## src/rtl/router_pkg.sv

```systemverilog
// State encoding and default geometry shared by the 1xNUM_CH router control FSM.
package router_pkg;

   typedef enum logic [3:0] {
      DECODE_ADDRESS     = 4'd0,
      LOAD_FIRST_DATA    = 4'd1,
      LOAD_DATA          = 4'd2,
      FIFO_FULL_STATE    = 4'd3,
      LOAD_AFTER_FULL    = 4'd4,
      LOAD_PARITY        = 4'd5,
      CHECK_PARITY_ERROR = 4'd6,
      WAIT_TILL_EMPTY    = 4'd7,
      DROP_PACKET        = 4'd8
   } state_e;

   localparam int DEF_NUM_CH       = 3;
   localparam int DEF_ADDR_W       = 2;
   localparam int DEF_WAIT_TIMEOUT = 256;

endpackage

```

## src/rtl/router_fsm_nch.sv

```systemverilog
// Control FSM for a 1xNUM_CH packet router; Moore outputs, one cycle from input to state.
// Stalls the source via busy; drops bad-address or timed-out packets with busy low so the source drains.
module router_fsm_nch
   import router_pkg::*;
#(
   parameter int NUM_CH       = DEF_NUM_CH,
   parameter int ADDR_W       = DEF_ADDR_W,
   parameter int WAIT_TIMEOUT = DEF_WAIT_TIMEOUT
) (
   input  logic              clock,
   input  logic              reset,
   input  logic              pkt_valid,
   input  logic [ADDR_W-1:0] data_in,
   input  logic              parity_done,
   input  logic              low_pkt_valid,
   input  logic [NUM_CH-1:0] fifo_full,
   input  logic [NUM_CH-1:0] fifo_empty,
   input  logic [NUM_CH-1:0] soft_reset,
   output logic [ADDR_W-1:0] addr_q,
   output logic              busy,
   output logic              detect_add,
   output logic              lfd_state,
   output logic              ld_state,
   output logic              laf_state,
   output logic              full_state,
   output logic              rst_int_reg,
   output logic              write_enb_reg,
   output logic              drop_state,
   output logic              err_bad_addr,
   output logic              err_timeout
);

   localparam int CNT_W = (WAIT_TIMEOUT == 0) ? 1 : $clog2(WAIT_TIMEOUT + 1);
   localparam logic [CNT_W-1:0] CNT_LAST = CNT_W'((WAIT_TIMEOUT == 0) ? 0 : WAIT_TIMEOUT - 1);

   state_e           state, state_nxt;
   logic [CNT_W-1:0] wait_cnt, wait_cnt_nxt;
   logic             full_s, empty_s, empty_at_q, empty_at_in, soft_s, addr_ok;
   logic             bad_nxt, timeout_nxt;

   // Channel selection; an address outside 0..NUM_CH-1 selects nothing.
   always_comb begin
      full_s      = 1'b0;
      soft_s      = 1'b0;
      empty_at_q  = 1'b0;
      empty_at_in = 1'b0;
      addr_ok     = 1'b0;
      for (int i = 0; i < NUM_CH; i++) begin
         if (addr_q == ADDR_W'(i)) begin
            full_s     = fifo_full[i];
            soft_s     = soft_reset[i];
            empty_at_q = fifo_empty[i];
         end
         if (data_in == ADDR_W'(i)) begin
            empty_at_in = fifo_empty[i];
            addr_ok     = 1'b1;
         end
      end
      empty_s = (state == DECODE_ADDRESS) ? empty_at_in : empty_at_q;
   end

   always_comb begin
      state_nxt   = state;
      bad_nxt     = 1'b0;
      timeout_nxt = 1'b0;
      case (state)
         DECODE_ADDRESS: begin
            if (pkt_valid) begin
               if (!addr_ok) begin
                  state_nxt = DROP_PACKET;
                  bad_nxt   = 1'b1;
               end else if (empty_s) begin
                  state_nxt = LOAD_FIRST_DATA;
               end else begin
                  state_nxt = WAIT_TILL_EMPTY;
               end
            end
         end
         LOAD_FIRST_DATA: state_nxt = LOAD_DATA;
         LOAD_DATA: begin
            if (full_s)          state_nxt = FIFO_FULL_STATE;
            else if (!pkt_valid) state_nxt = LOAD_PARITY;
         end
         FIFO_FULL_STATE: begin
            if (!full_s) state_nxt = LOAD_AFTER_FULL;
         end
         LOAD_AFTER_FULL: begin
            if (parity_done)        state_nxt = DECODE_ADDRESS;
            else if (low_pkt_valid) state_nxt = LOAD_PARITY;
            else                    state_nxt = LOAD_DATA;
         end
         LOAD_PARITY: state_nxt = CHECK_PARITY_ERROR;
         CHECK_PARITY_ERROR: state_nxt = full_s ? FIFO_FULL_STATE : DECODE_ADDRESS;
         WAIT_TILL_EMPTY: begin
            // The channel draining in the same cycle beats the timeout.
            if (empty_s) begin
               state_nxt = LOAD_FIRST_DATA;
            end else if ((WAIT_TIMEOUT != 0) && (wait_cnt == CNT_LAST)) begin
               state_nxt   = DROP_PACKET;
               timeout_nxt = 1'b1;
            end
         end
         DROP_PACKET: begin
            if (!pkt_valid) state_nxt = DECODE_ADDRESS;
         end
         default: state_nxt = DECODE_ADDRESS;
      endcase

      if (soft_s) begin
         state_nxt   = DECODE_ADDRESS;
         bad_nxt     = 1'b0;
         timeout_nxt = 1'b0;
      end

      if (soft_s || (state != WAIT_TILL_EMPTY)) wait_cnt_nxt = '0;
      else if (wait_cnt != '1)                  wait_cnt_nxt = wait_cnt + CNT_W'(1);
      else                                      wait_cnt_nxt = wait_cnt;
   end

   always_ff @(posedge clock) begin
      if (reset) begin
         state        <= DECODE_ADDRESS;
         addr_q       <= '0;
         wait_cnt     <= '0;
         err_bad_addr <= 1'b0;
         err_timeout  <= 1'b0;
      end else begin
         state        <= state_nxt;
         wait_cnt     <= wait_cnt_nxt;
         err_bad_addr <= bad_nxt;
         err_timeout  <= timeout_nxt;
         if ((state == DECODE_ADDRESS) && pkt_valid) addr_q <= data_in;
      end
   end

   assign detect_add    = (state == DECODE_ADDRESS);
   assign lfd_state     = (state == LOAD_FIRST_DATA);
   assign ld_state      = (state == LOAD_DATA);
   assign laf_state     = (state == LOAD_AFTER_FULL);
   assign full_state    = (state == FIFO_FULL_STATE);
   assign rst_int_reg   = (state == CHECK_PARITY_ERROR);
   assign drop_state    = (state == DROP_PACKET);
   assign write_enb_reg = (state == LOAD_DATA) || (state == LOAD_PARITY) || (state == LOAD_AFTER_FULL);
   assign busy          = (state == LOAD_FIRST_DATA) || (state == LOAD_PARITY) ||
                          (state == FIFO_FULL_STATE) || (state == LOAD_AFTER_FULL) ||
                          (state == WAIT_TILL_EMPTY) || (state == CHECK_PARITY_ERROR);

endmodule

```

## config.mk

```make
export PLATFORM = sky130hd
export DESIGN_NAME = router_fsm_nch
export DESIGN_NICKNAME = d
export VERILOG_FILES = /design/src/rtl/router_pkg.sv /design/src/rtl/router_fsm_nch.sv
export SDC_FILE = /design/constraint.sdc
export NUM_CORES = 1
export LEC_CHECK = 0
export ABC_AREA = 1
export CORE_ASPECT_RATIO = 0.75
export CORE_UTILIZATION = 52
export DETAILED_ROUTE_END_ITERATION = 7
export PLACE_DENSITY = 0.84
export RECOVER_POWER = 100
export SLEW_MARGIN = 10
export SYNTH_ARGS = -nofsm -noshare
export SYNTH_HDL_FRONTEND = slang
export SYNTH_SLANG_ARGS = --single-unit
```

## constraint.sdc

```tcl
create_clock -name clock -period 2.51 [get_ports clock]
set_input_delay 0.3765 -clock clock [delete_from_list [all_inputs] [get_ports clock]]
set_output_delay 0.3765 -clock clock [all_outputs]
set_load 0.01 [all_outputs]
```

==> results.txt, run 1 <==
The run finished, with violations left. The checks that failed: design-rule violations. The tools report the element type at the critical path end as a primary output.

Aggregate negative setup slack: 0 ns. Internal power comes to 0.637 mW. After legalization and detailed placement, the total HPWL measured 2440 um. The average instance area after synthesis was 6.40 um^2. The logs give 0 for the Yosys warning count and 29 for the number of top-level design ports. The register share of total power came out at 29.3%. For this run, the post-layout net count is 236.

The detail route stage leaves a number of antenna-violating nets equal to 0. For the pin with the worst max-slew slack, the measured transition is 0.360 ns. The number of violations of the max-capacitance limit was 0; the clock-pin slew reported for the worst setup and hold paths after clock tree synthesis was 0.09 ns. Of the cells placed in the final design, the portion with a size suffix greater than 1 is 9.72%. STA puts the critical path data required time at 2.13 ns. Setup violation total in the final timing report: 0.

Worst hold-check path type: flop to flop. The die area came out at 2460 um^2. The kind of cell with the highest combined delay along the critical path is buffers and inverters.

Post-synthesis instance area: 1180 um^2. The run gives 0 as the initial antenna violation count. The cell at the root of the clock tree is clkbuf_4.

Class of the most critical setup path: flop to primary output. Row generation in the floorplan step produced 14 rows. The tools report the worst-case clock buffer depth as 2.

The tools report the number of cells upsized or downsized after cts as 0. Dividing the final minimum period by the clock period gives 90.7%. Walking the worst path, the cells encountered are nor2_1 -> nand2_4 -> clkinvlp_2 -> clkdlybuf4s50_1. The largest single stage delay on the critical path is 0.59 ns. The total iterations of the first detailed-routing run was 6. The worst setup path is launched from a flop.

Once the floorplan was initialized, standard cells occupied 57.0% of the core. Across the VDD grid, the largest voltage drop is 0.413 mV. The clock network is responsible for 12.1% of the overall power. The logs give 0.920 for the global placement routability congestion and 24 for the number of distinct standard cells referenced by the synthesized netlist. Cell with the largest stage delay on the worst path: clkdlybuf4s50_1. For the DRC violation count after routing, the log shows 6. Across every metal layer, demand over resource in global routing totals 27.2%. Input and output buffers added on the ports amount to 28. Counting every instance in the synthesized netlist gives 184. In this run, synthesis produced a sequential element count of 17. The source-to-sink clock delay at the later pin of the worst-skew pair was 0.28 ns.

The maximum number of pins on one net before global-route repair was 10. The number of nets handed over by synthesis was 203. In this run, post-CTS hold repair placed 0 buffers. The final hold violation count was 0; the number of sinks handled by clock tree synthesis was 17. In this run, the number of DRC markers left after iteration 0 of detailed routing was 78. The first global-routing pass estimated 5210 um of wire. The average wire length per cell after detail routing was 12.3 um. TritonCTS built the clock tree. Setup repair after global routing left no endpoint under its margin. In the routed layout, each cell is associated on average with a via count of 5.41.

The routed layout has 1298 vias. The critical path contains buffers and inverters numbering 2 combined. The timing-limited maximum frequency is 439 MHz, and the final-layout fill cell count is 174.

The share of total power dissipated in combinational logic is 58.6%. The tools report the total number of H-tree levels as 1. The area overhead of the layout relative to synthesis came out at 26.6%.

After layout, the minimum clock period comes to 2.28 ns. The analysis attributes to net switching a power of 0.535 mW. The die is 43.2 um tall. Between clock sinks in the finished design, the worst skew comes to 0.00197 ns. Power comes to 1.17 mW. The run gives 1240 as the number of global-route vias before repair. The max-slew headroom at the worst pin was 75.9%. After detailed routing, the total wire length is 2940 um.

The antenna diode count is 0, and the switching part of the total is 45.7%. The number of buffers added by the clock tree synthesis step was 3; the overflow left after global routing was 0. The tools report the share of synthesized area occupied by flip-flops and latches as 28.9%. After floorplanning, the core was sized to cover 2070 um^2. The run gives 0 as the max-slew violation count. For the worst setup path, the data arrival time is 1.90 ns. For the leakage power, the log shows 0.708 nW.

The number of buffers inserted by post-CTS setup repair was 0; the total power per unit cell area was 787 nW/um^2. The largest fanout on the critical path came out at 6. The horizontal extent of the die is 56.9 um.
[cell usage after synthesis]
| cell type | number | area, um^2 |
|---|---|---|
| a21oi_1 | 8 | 40.0 |
| a21oi_2 | 1 | 8.76 |
| a31oi_1 | 1 | 6.26 |
| and3_1 | 1 | 6.26 |
| clkinv_4 | 1 | 8.76 |
| dfxtp_1 | 17 | 340 |
| ha_1 | 3 | 37.5 |
| inv_1 | 26 | 97.6 |
| inv_2 | 5 | 18.8 |
| nand2_1 | 37 | 139 |
| nand2_2 | 4 | 25.0 |
| nand2_4 | 1 | 11.3 |
| nand3_1 | 27 | 135 |
| nand3_4 | 2 | 35.0 |
| nand4_1 | 2 | 12.5 |
| nand4_2 | 1 | 12.5 |
| nor2_1 | 23 | 86.3 |
| nor2_2 | 4 | 25.0 |
| nor2_4 | 2 | 22.5 |
| nor3_1 | 7 | 35.0 |
| nor3_2 | 1 | 10.0 |
| o21a_1 | 1 | 7.51 |
| o21ai_0 | 6 | 30.0 |
| xor2_1 | 3 | 26.3 |
[cell type report]
type                       instances  area [um^2]  share of cell area [%]
timing repair buffer              28          280                    18.8
sequential                        17          340                    22.8
clock buffer                       4         26.3                    1.76
inverter                          32          121                    8.14
multi-input combinational        135          692                    46.4
tap                               24         30.0                    2.02
[power by group through the flow]
stage	Sequential, mW	Combinational, mW	Clock (mW)
5_1_grt	0.350	0.761	0.161
3_3_place_gp	0.352	0.708	0
2_1_floorplan	0.349	0.474	0
4_1_cts	0.347	0.724	0.149
3_5_place_dp	0.353	0.722	0
6_report	0.344	0.687	0.141
[kinds of logic after synthesis]
logic type | synth area share, %
simple gates | 47.2
buf+inv | 10.6
compound gates | 7.86
flops | 28.9
xor+xnor | 2.23
fa+ha+maj | 3.19
[per-layer routing]
metal / up-vias / wire length [um] / share of wire (%) / track usage [%]
li1: 661 / - / - / -
met1: 593 / 1290 / 44 / 33.2
met2: 40 / 1440 / 49 / 48.2
met3: 4 / 185 / 6.3 / 4.57
met4: 0 / 27 / 0.92 / 9.27
met5: - / 0 / 0 / 0
[through the flow]
stage / instances / util (%) / area, um^2 / setup WS (ns) / hold WS [ns]
6_report: 240 / 72.1 / 1490 / 0.234 / 0.509
5_1_grt: 240 / 72.1 / 1490 / 0.162 / 0.546
4_1_cts: 240 / 73.2 / 1510 / 0.361 / 0.509
3_5_place_dp: 236 / 72.0 / 1490 / 0.638 / 0.495
3_3_place_gp: 236 / 72.0 / 1490 / 0.673 / 0.474
2_1_floorplan: 184 / - / 1180 / 0.817 / 0.463
[final timing paths]
| path | from | endpoint | slack, ns | cells after the start |
|---|---|---|---|---|
| worst max-delay path | state[0] | detect_add | 0.23 | 4 |
| worst min register to register | wait_cnt[1] | wait_cnt[1] | 0.51 | 2 |
| worst max register to register | wait_cnt[0] | wait_cnt[7] | 0.61 | 10 |
| worst min-delay path | wait_cnt[1] | wait_cnt[1] | 0.51 | 2 |
[layout by cell type (no fill, tap or decap)]
cell / n
clkbuf_1: 1
nand2_1: 38
nand4_1: 2
clkinvlp_2: 1
o21a_1: 1
xor2_1: 3
nor2_2: 2
nand3_4: 1
nor2_4: 2
nand2_4: 1
and3_1: 1
a21oi_2: 1
a21oi_1: 8
o21ai_0: 6
nand4_2: 1
nand2_2: 3
nand3_1: 28
a31oi_1: 1
nor3_1: 7
nor2_1: 25
inv_1: 26
dfxtp_1: 17
dlygate4sd3_1: 11
clkbuf_4: 3
ha_1: 3
nor3_2: 1
clkdlybuf4s50_1: 17
inv_2: 5
[flip-flops by register name, indices dropped and copies added, names as in the netlist]
name,flops
wait_cnt,9
state,4
addr_q,2
err_bad_addr,1
err_timeout,1
[worst register-to-register path, stage by stage (launching register included)]
cell and delay, ns:
dfxtp_1 0.34, ha_1 0.21, inv_1 0.09, nor3_1 0.08, ha_1 0.26, nor2_1 0.16, nand3_1 0.12, nor2_1 0.21
nand3_1 0.12, xor2_1 0.15, nor2_1 0.05
Power figures use the tool's default switching activity.
==> run 2: changes to the inputs <==
--- a/config.mk
+++ b/config.mk
@@ -8,10 +8,11 @@
 export ABC_AREA = 1
 export CORE_ASPECT_RATIO = 0.75
 export CORE_UTILIZATION = 52
+export CTS_CLUSTER_SIZE = 25
 export DETAILED_ROUTE_END_ITERATION = 7
+export GPL_TIMING_DRIVEN = 0
 export PLACE_DENSITY = 0.84
 export RECOVER_POWER = 100
-export SLEW_MARGIN = 10
 export SYNTH_ARGS = -nofsm -noshare
 export SYNTH_HDL_FRONTEND = slang
 export SYNTH_SLANG_ARGS = --single-unit
==> run 2 against run 1 <==
Against the previous run: the run still ends with design-rule violations left; setup slack improved by 0.044 ns; final area rose by 0.25%; combinational power fell by 0.7%; clock skew barely moved; non-clock buffer count did not move; clock-buffer cell count fell by 1; critical path depth did not move; maximum frequency rose by 2.0%; flip-flop and latch count did not move; via count fell by 1.2%; clock power barely moved.
==> results.txt, run 2 (synthesis results as in run 1) <==
Among all stages on the critical path, the largest delay is contributed by clkdlybuf4s50_1. The tools report the setup slack after layout as 0.278 ns (+0.0441 ns). The run finished, with violations left. For the number of sinks handled by clock tree synthesis, the log shows 17 (unchanged). The most common cell after layout, fill and taps aside was nand2_1. The total number of H-tree levels is 1 (unchanged). The tools report the global-route wire length before repair as 5200 um (-0.13%).

The final hold slack was 0.507 ns (-0.00135 ns). For the critical path data required time, the log shows 2.13 ns (about the same). The path class of the tightest hold or removal check is flop to flop. Delay of the slowest critical-path stage: 0.58 ns (about the same). The worst-case clock buffer depth is 2 (unchanged), and the initial core utilization is 57.0% (unchanged).

The tools report the number of cells upsized or downsized after cts as 0 (unchanged). The global placement routability congestion was 0.908 (-1.3%). The antenna diode count came out at 0 (unchanged).

The logs give 2070 um^2 (unchanged) for the area of the core and 1283 (-1.2%) for the count of vias placed by the detailed router. The die boundary height was 43.2 um (unchanged); the maximum number of pins on one net before global-route repair was 11 (+1). The tools report the aggregate negative setup slack as 0 ns (unchanged). The run gives 0 (unchanged) as the number of buffers inserted by post-CTS setup repair. TritonCTS built the clock tree. The run gives 2490 um (+2.3%) as the placed wire-length estimate. Max-slew headroom at the worst pin: 78.3% (+2.4 points). The largest registers in the layout are wait_cnt (9), state (4), addr_q (2). The worst path arrival time came out at 1.86 ns (-0.04 ns). Initial antenna violation count: 0 (unchanged). Traced cell by cell, the critical path runs through nor2_1 -> nand2_4 -> clkinvlp_2 -> clkdlybuf4s50_1. The cell depth of the worst flop-to-flop path works out to 10 (unchanged). The number of I/O port buffers is 28 (unchanged).

The count of hold-fix buffers inserted at cts was 0 (unchanged). The class of the most critical setup path is flop to primary output. Flip-flop count of the largest register, all copies and words added: 9 (unchanged). Max-slew violation count: 0 (unchanged). The final core area utilization was 72.3% (+0.18 points); the horizontal extent of the die was 56.9 um (unchanged). Largest fanout on the critical path: 6 (unchanged).

The detailed-route wire length is 3010 um (+2.3%). The tools report the timing-limited maximum frequency as 448 MHz (+2.0%). The final-layout fill cell count was 174 (unchanged).

The clock-pin slew reported for the worst setup and hold paths after clock tree synthesis is 0.10 ns (about the same), and the final hold violation count is 0 (unchanged). The logs give 6 (unchanged) for the total iterations of the first detailed-routing run and 2460 um^2 (unchanged) for the die area. The filler-free cell count of the finished design is 240 (unchanged), and the average wire length per cell after detail routing is 12.5 um (+2.3%). The worst-case clock skew was 0.00198 ns (+0.0000125 ns); the violation count after the first detailed-route iteration was 87 (+12%). The logs give 0 (unchanged) for the setup violation total in the final timing report and 0 (unchanged) for the number of violations of the max-capacitance limit. The tools report the source-to-sink clock delay at the later pin of the worst-skew pair as 0.28 ns (about the same).

In the layout the commonest cells are nand2_1, nor2_1, nand3_1, inv_1, clkdlybuf4s50_1. The worst setup path is launched from a flop. The final reports fail on design-rule violations.

Element type at the critical path end: a primary output. Worst hold path depth: 2 (unchanged). Share of the clock period used by the worst path after layout: 88.9% (-1.8 points). The setup slack at placement is 0.593 ns (-0.0451 ns). The fraction of final layout cells sized beyond drive strength 1 came out at 9.72% (unchanged).

The run gives 6 (unchanged) as the DRC violation count after routing. The run gives 29 (unchanged) as the number of top-level design ports. For the peak supply drop, the log shows 0.484 mV (+17%). The total power per unit cell area was 784 nW/um^2 (-0.39%). Setup repair after global routing left no endpoint under its margin.

The slew at the pin with the worst max-slew slack is 0.324 ns (-0.0360 ns), and the overall track demand over capacity in global routing is 27.2% (+0.053 points). The count of standard-cell rows was 14 (unchanged); the vias per cell was 5.35 (-1.2%). The number of buffers added by the clock tree synthesis step is 3 (unchanged), and the post-layout net count is 236 (unchanged). More flip-flops sit in one register than any other, and that register is wait_cnt.

The overflow left after global routing is 0 (unchanged), and the area overhead of the layout relative to synthesis is 26.9%. The clock period minus final worst setup slack was 2.23 ns (-0.0441 ns). The cell count after placement was 236 (unchanged); the number of nets with antenna violations after routing was 0 (unchanged).

For the number of global-route vias before repair, the log shows 1210 (-2.4%). The tree is rooted in a clkbuf_4. The leakage power is 0.704 nW (-0.63%).
[run 2: cell count changes in the layout (fill, tap and decap cells not counted), sizes merged]
cell,before,now
clkinv,0,1
clkdlybuf4s50,17,19
dlygate4sd3,11,9
clkbuf,4,3
[run 2: through the flow]
| stage | total power [mW] | cell area (um^2) |
|---|---|---|
| after global placement | 1.05 | 1490 |
| after global routing | 1.26 | 1490 |
| final | 1.17 | 1490 |
| after floorplan | 0.824 | 1180 |
| after CTS | 1.22 | 1520 |
| after detailed placement | 1.07 | 1490 |
[run 2: where the power goes]
group / total (mW) / switching [mW] / leakage [nW] / internal [mW]
registers: 0.345 / 0.0448 / 0.138 / 0.300
clock network: 0.144 / 0.0845 / 0.0177 / 0.0592
logic: 0.682 / 0.410 / 0.548 / 0.273
[run 2: final timing paths]
path,start,endpoint,slack (ns)
min,wait_cnt[1],wait_cnt[1],0.51
max reg2reg,wait_cnt[0],wait_cnt[7],0.58
max,state[0],detect_add,0.28
min reg2reg,wait_cnt[1],wait_cnt[1],0.51
[run 2: critical path: cells and delay by family, from the launching register on]
family	cells	cell delay (ns)
DFF	1	0.38
and+or+nand+nor	2	0.40
buffers and inverters	2	0.79
[run 2: routing by layer]
metal  global-route usage, %  vias up  share of wire [%]
li1                        -      663                  -
met1                    34.7      570                 46
met2                    47.5       44                 49
met3                    2.74        6                4.3
met4                    10.2        0               0.83
met5                       0        -                  0
[run 2: layout make-up]
class | count | area, um^2 | share of cell area (%)
Timing Repair Buffer | 28 | 280 | 18.8
Clock inverter | 1 | 5.00 | 0.335
Inverter | 32 | 121 | 8.12
Clock buffer | 3 | 22.5 | 1.51
Tap cell | 24 | 30.0 | 2.01
Sequential cell | 17 | 340 | 22.8
Multi-Input combinational cell | 135 | 694 | 46.5
==> run 3: changes to the inputs <==
--- a/config.mk
+++ b/config.mk
@@ -7,11 +7,11 @@
 export LEC_CHECK = 0
 export ABC_AREA = 1
 export CORE_ASPECT_RATIO = 0.75
-export CORE_UTILIZATION = 52
+export CORE_UTILIZATION = 45
 export CTS_CLUSTER_SIZE = 25
 export DETAILED_ROUTE_END_ITERATION = 7
 export GPL_TIMING_DRIVEN = 0
-export PLACE_DENSITY = 0.84
+export PLACE_DENSITY = 0.74
 export RECOVER_POWER = 100
 export SYNTH_ARGS = -nofsm -noshare
 export SYNTH_HDL_FRONTEND = slang
==> run 3 against run 2 <==
Against the previous run: the run now ends clean; sequential share of layout area is 0.19 points lower; setup slack lost 0.042 ns; critical path depth stayed put; global-route usage is 4.7 points lower; final area up 0.84%; flip-flop and latch count stayed put; routed wire length fell by 6.1%; utilization fell by 9.1 points; critical endpoint is now write_enb_reg.
==> results.txt, run 3 (synthesis results as in run 1) <==
The run finished with clean final reports. Cell family contributing the most delay on the critical path: buffers and inverters. For the post-layout net count, the log shows 236 (unchanged).

The run gives 0 ns (unchanged) as the aggregate negative setup slack. The die area is 2830 um^2 (+15%). The slowest stage of the critical path is the dlygate4sd3_1 cell.

The timing-limited maximum frequency was 440 MHz (-1.9%); the number of violations of the max-capacitance limit was 0 (unchanged). The leakage power is 0.711 nW (+0.97%). The vias per cell was 5.07 (-5.2%); the area overhead of the layout relative to synthesis was 27.9%.

The maximum number of pins on one net before global-route repair came out at 11 (unchanged). The tools report the peak supply drop as 0.364 mV (-25%). The run gives 31.0% (-3.7 points) as the routing usage on met1. TritonCTS built the clock tree. The path class of the tightest hold or removal check is flop to flop. The number of top-level design ports was 29 (unchanged). The run gives 15 (+1) as the count of standard-cell rows. wait_cnt holds more flip-flops than any other register. The antenna diode count was 0 (unchanged). The delay of the slowest critical-path stage was 0.62 ns (+0.04 ns); the number of buffers added by the clock tree synthesis step was 3 (unchanged).

The startpoint identified for the worst hold timing path is wait_cnt[1]. The tools report the total iterations of the first detailed-routing run as 5 (-1). The run gives 0 (unchanged) as the number of nets with antenna violations after routing. Traced cell by cell, the critical path runs through nor2_1 -> nand3_1 -> o21ai_0 -> dlygate4sd3_1. The tools report the worst path arrival time as 1.90 ns (+0.04 ns).

The number of global-route vias before repair was 1108 (-8.4%). The library cell used most frequently in the layout, excluding fill and tap cells, is nand2_1. The run gives 0 (unchanged) as the number of cells upsized or downsized after cts.

The run gives 5.34% (+2.6 points) as the global-route track usage on met3. The largest fanout on the critical path was 5 (-1). The setup violation total in the final timing report was 0 (unchanged); the global placement routability congestion was 0.906 (-0.24%).

The number of buffer and inverter instances along the worst setup path was 1 (-1); the initial antenna violation count was 0 (unchanged). STA classifies the critical path endpoint as a primary output. Horizontal extent of the die: 61.1 um (+7.2%). The run gives 2310 um (-7.3%) as the placed wire-length estimate. The slew at the pin with the worst max-slew slack was 0.314 ns (-0.0104 ns); the area of the core was 2380 um^2 (+15%). In this run the most used layer during global routing was met2. The tools report the start of the worst register-to-register path as wait_cnt[1].

The overall track demand over capacity in global routing was 22.5% (-4.7 points); the worst-case clock buffer depth was 2 (unchanged). The tools report the global-route track usage on met2 as 36.3% (-11 points). The nature of the critical path startpoint is a flop. The run gives 101 (+16%) as the violation count after the first detailed-route iteration. Leaving out fill and tap cells, the most frequent cells in the layout are nand2_1, nand3_1, inv_1, nor2_1.

The initial core utilization is 49.4% (-7.6 points). The logs give 79.0% (+0.69 points) for the max-slew headroom at the worst pin and 4690 um (-9.8%) for the global-route wire length before repair. The class of the most critical setup path is flop to primary output.

The max-slew violation count came out at 0 (unchanged). The overflow left after global routing was 0 (unchanged); the number of I/O port buffers was 28 (unchanged). The share of the clock period used by the worst path after layout came out at 90.6% (+1.7 points).

Average wire length per cell after detail routing: 11.3 um (-9.9%). The final hold violation count is 0 (unchanged), and the detailed-route wire length is 2820 um (-6.1%). The largest registers in the layout are wait_cnt (9), state (4), addr_q (2). The setup slack at placement was 0.541 ns (-0.0522 ns). The origin of the worst setup path was state[3]. The count of hold-fix buffers inserted at cts is 0 (unchanged), and the flip-flop count of the largest register, all copies and words added is 9 (unchanged). The final core area utilization was 63.2% (-9.1 points). The setup slack after layout was 0.235 ns (-0.0425 ns).

The clock-pin slew reported for the worst setup and hold paths after clock tree synthesis came out at 0.11 ns (about the same). The source-to-sink clock delay at the later pin of the worst-skew pair is 0.29 ns (about the same). The number of sinks handled by clock tree synthesis was 17 (unchanged); the die boundary height was 46.3 um (+7.1%). In this run the clock root is driven by a clkbuf_4. The total power per unit cell area works out to 777 nW/um^2 (-0.90%). The DRC violation count after routing is 0 (-6), and the critical path data required time is 2.13 ns (about the same).

The total number of H-tree levels was 1 (unchanged); the count of vias placed by the detailed router was 1267 (-1.2%). For the number of buffers inserted by post-CTS setup repair, the log shows 0 (unchanged). The clock period minus final worst setup slack came out at 2.27 ns (+0.0425 ns). The worst-case clock skew came out at 0.00900 ns (+0.00701 ns).

The fraction of final layout cells sized beyond drive strength 1 was 10.6% (+0.93 points). Setup repair after global routing left no endpoint under its margin.
run 3: per-layer routing:
layer  up-vias  part of all wire (%)
met5         -                     0
met4         0                  0.46
met3         2                   7.9
met2        47                    45
met1       562                    47
li1        656                     -
run 3: report_power, final:
group | total, mW | internal [mW] | switching, mW
sequential | 0.347 | 0.300 | 0.0467
clock | 0.149 | 0.0593 | 0.0901
combinational | 0.674 | 0.277 | 0.397
total | 1.17 | 0.636 | 0.534
run 3: area by class of cell:
type	count	area, um^2
fill	239	877
sequential	17	340
tap	34	42.5
multi-input combinational	135	694
timing repair buffer	28	280
clock buffer	3	22.5
clock inverter	1	5.00
inverter	32	121
run 3: final timing paths:
kind	depth (start not counted)	endpoint	slack (ns)
setup reg to reg	10	wait_cnt[7]	0.51
hold / removal	2	wait_cnt[1]	0.51
setup / recovery	4	write_enb_reg	0.24
hold reg to reg	2	wait_cnt[1]	0.51
run 3: worst min-delay path: cells and delay by family (launching register included):
kind / cells / cell delay (ns)
DFF: 1 / 0.35
and+or+nand+nor: 1 / 0.07
AOI/OAI and AO/OA: 1 / 0.06
run 3: per-stage QoR:
step / total power, mW / std cells / area, um^2 / hold slack [ns]
final: 1.17 / 250 / 1510 / 0.508
after global routing: 1.26 / 250 / 1510 / 0.546
after CTS: 1.21 / 250 / 1530 / 0.511
after detailed placement: 1.07 / 246 / 1500 / 0.496
after global placement: 1.06 / 246 / 1500 / 0.473
after floorplan: 0.824 / 184 / 1180 / 0.463
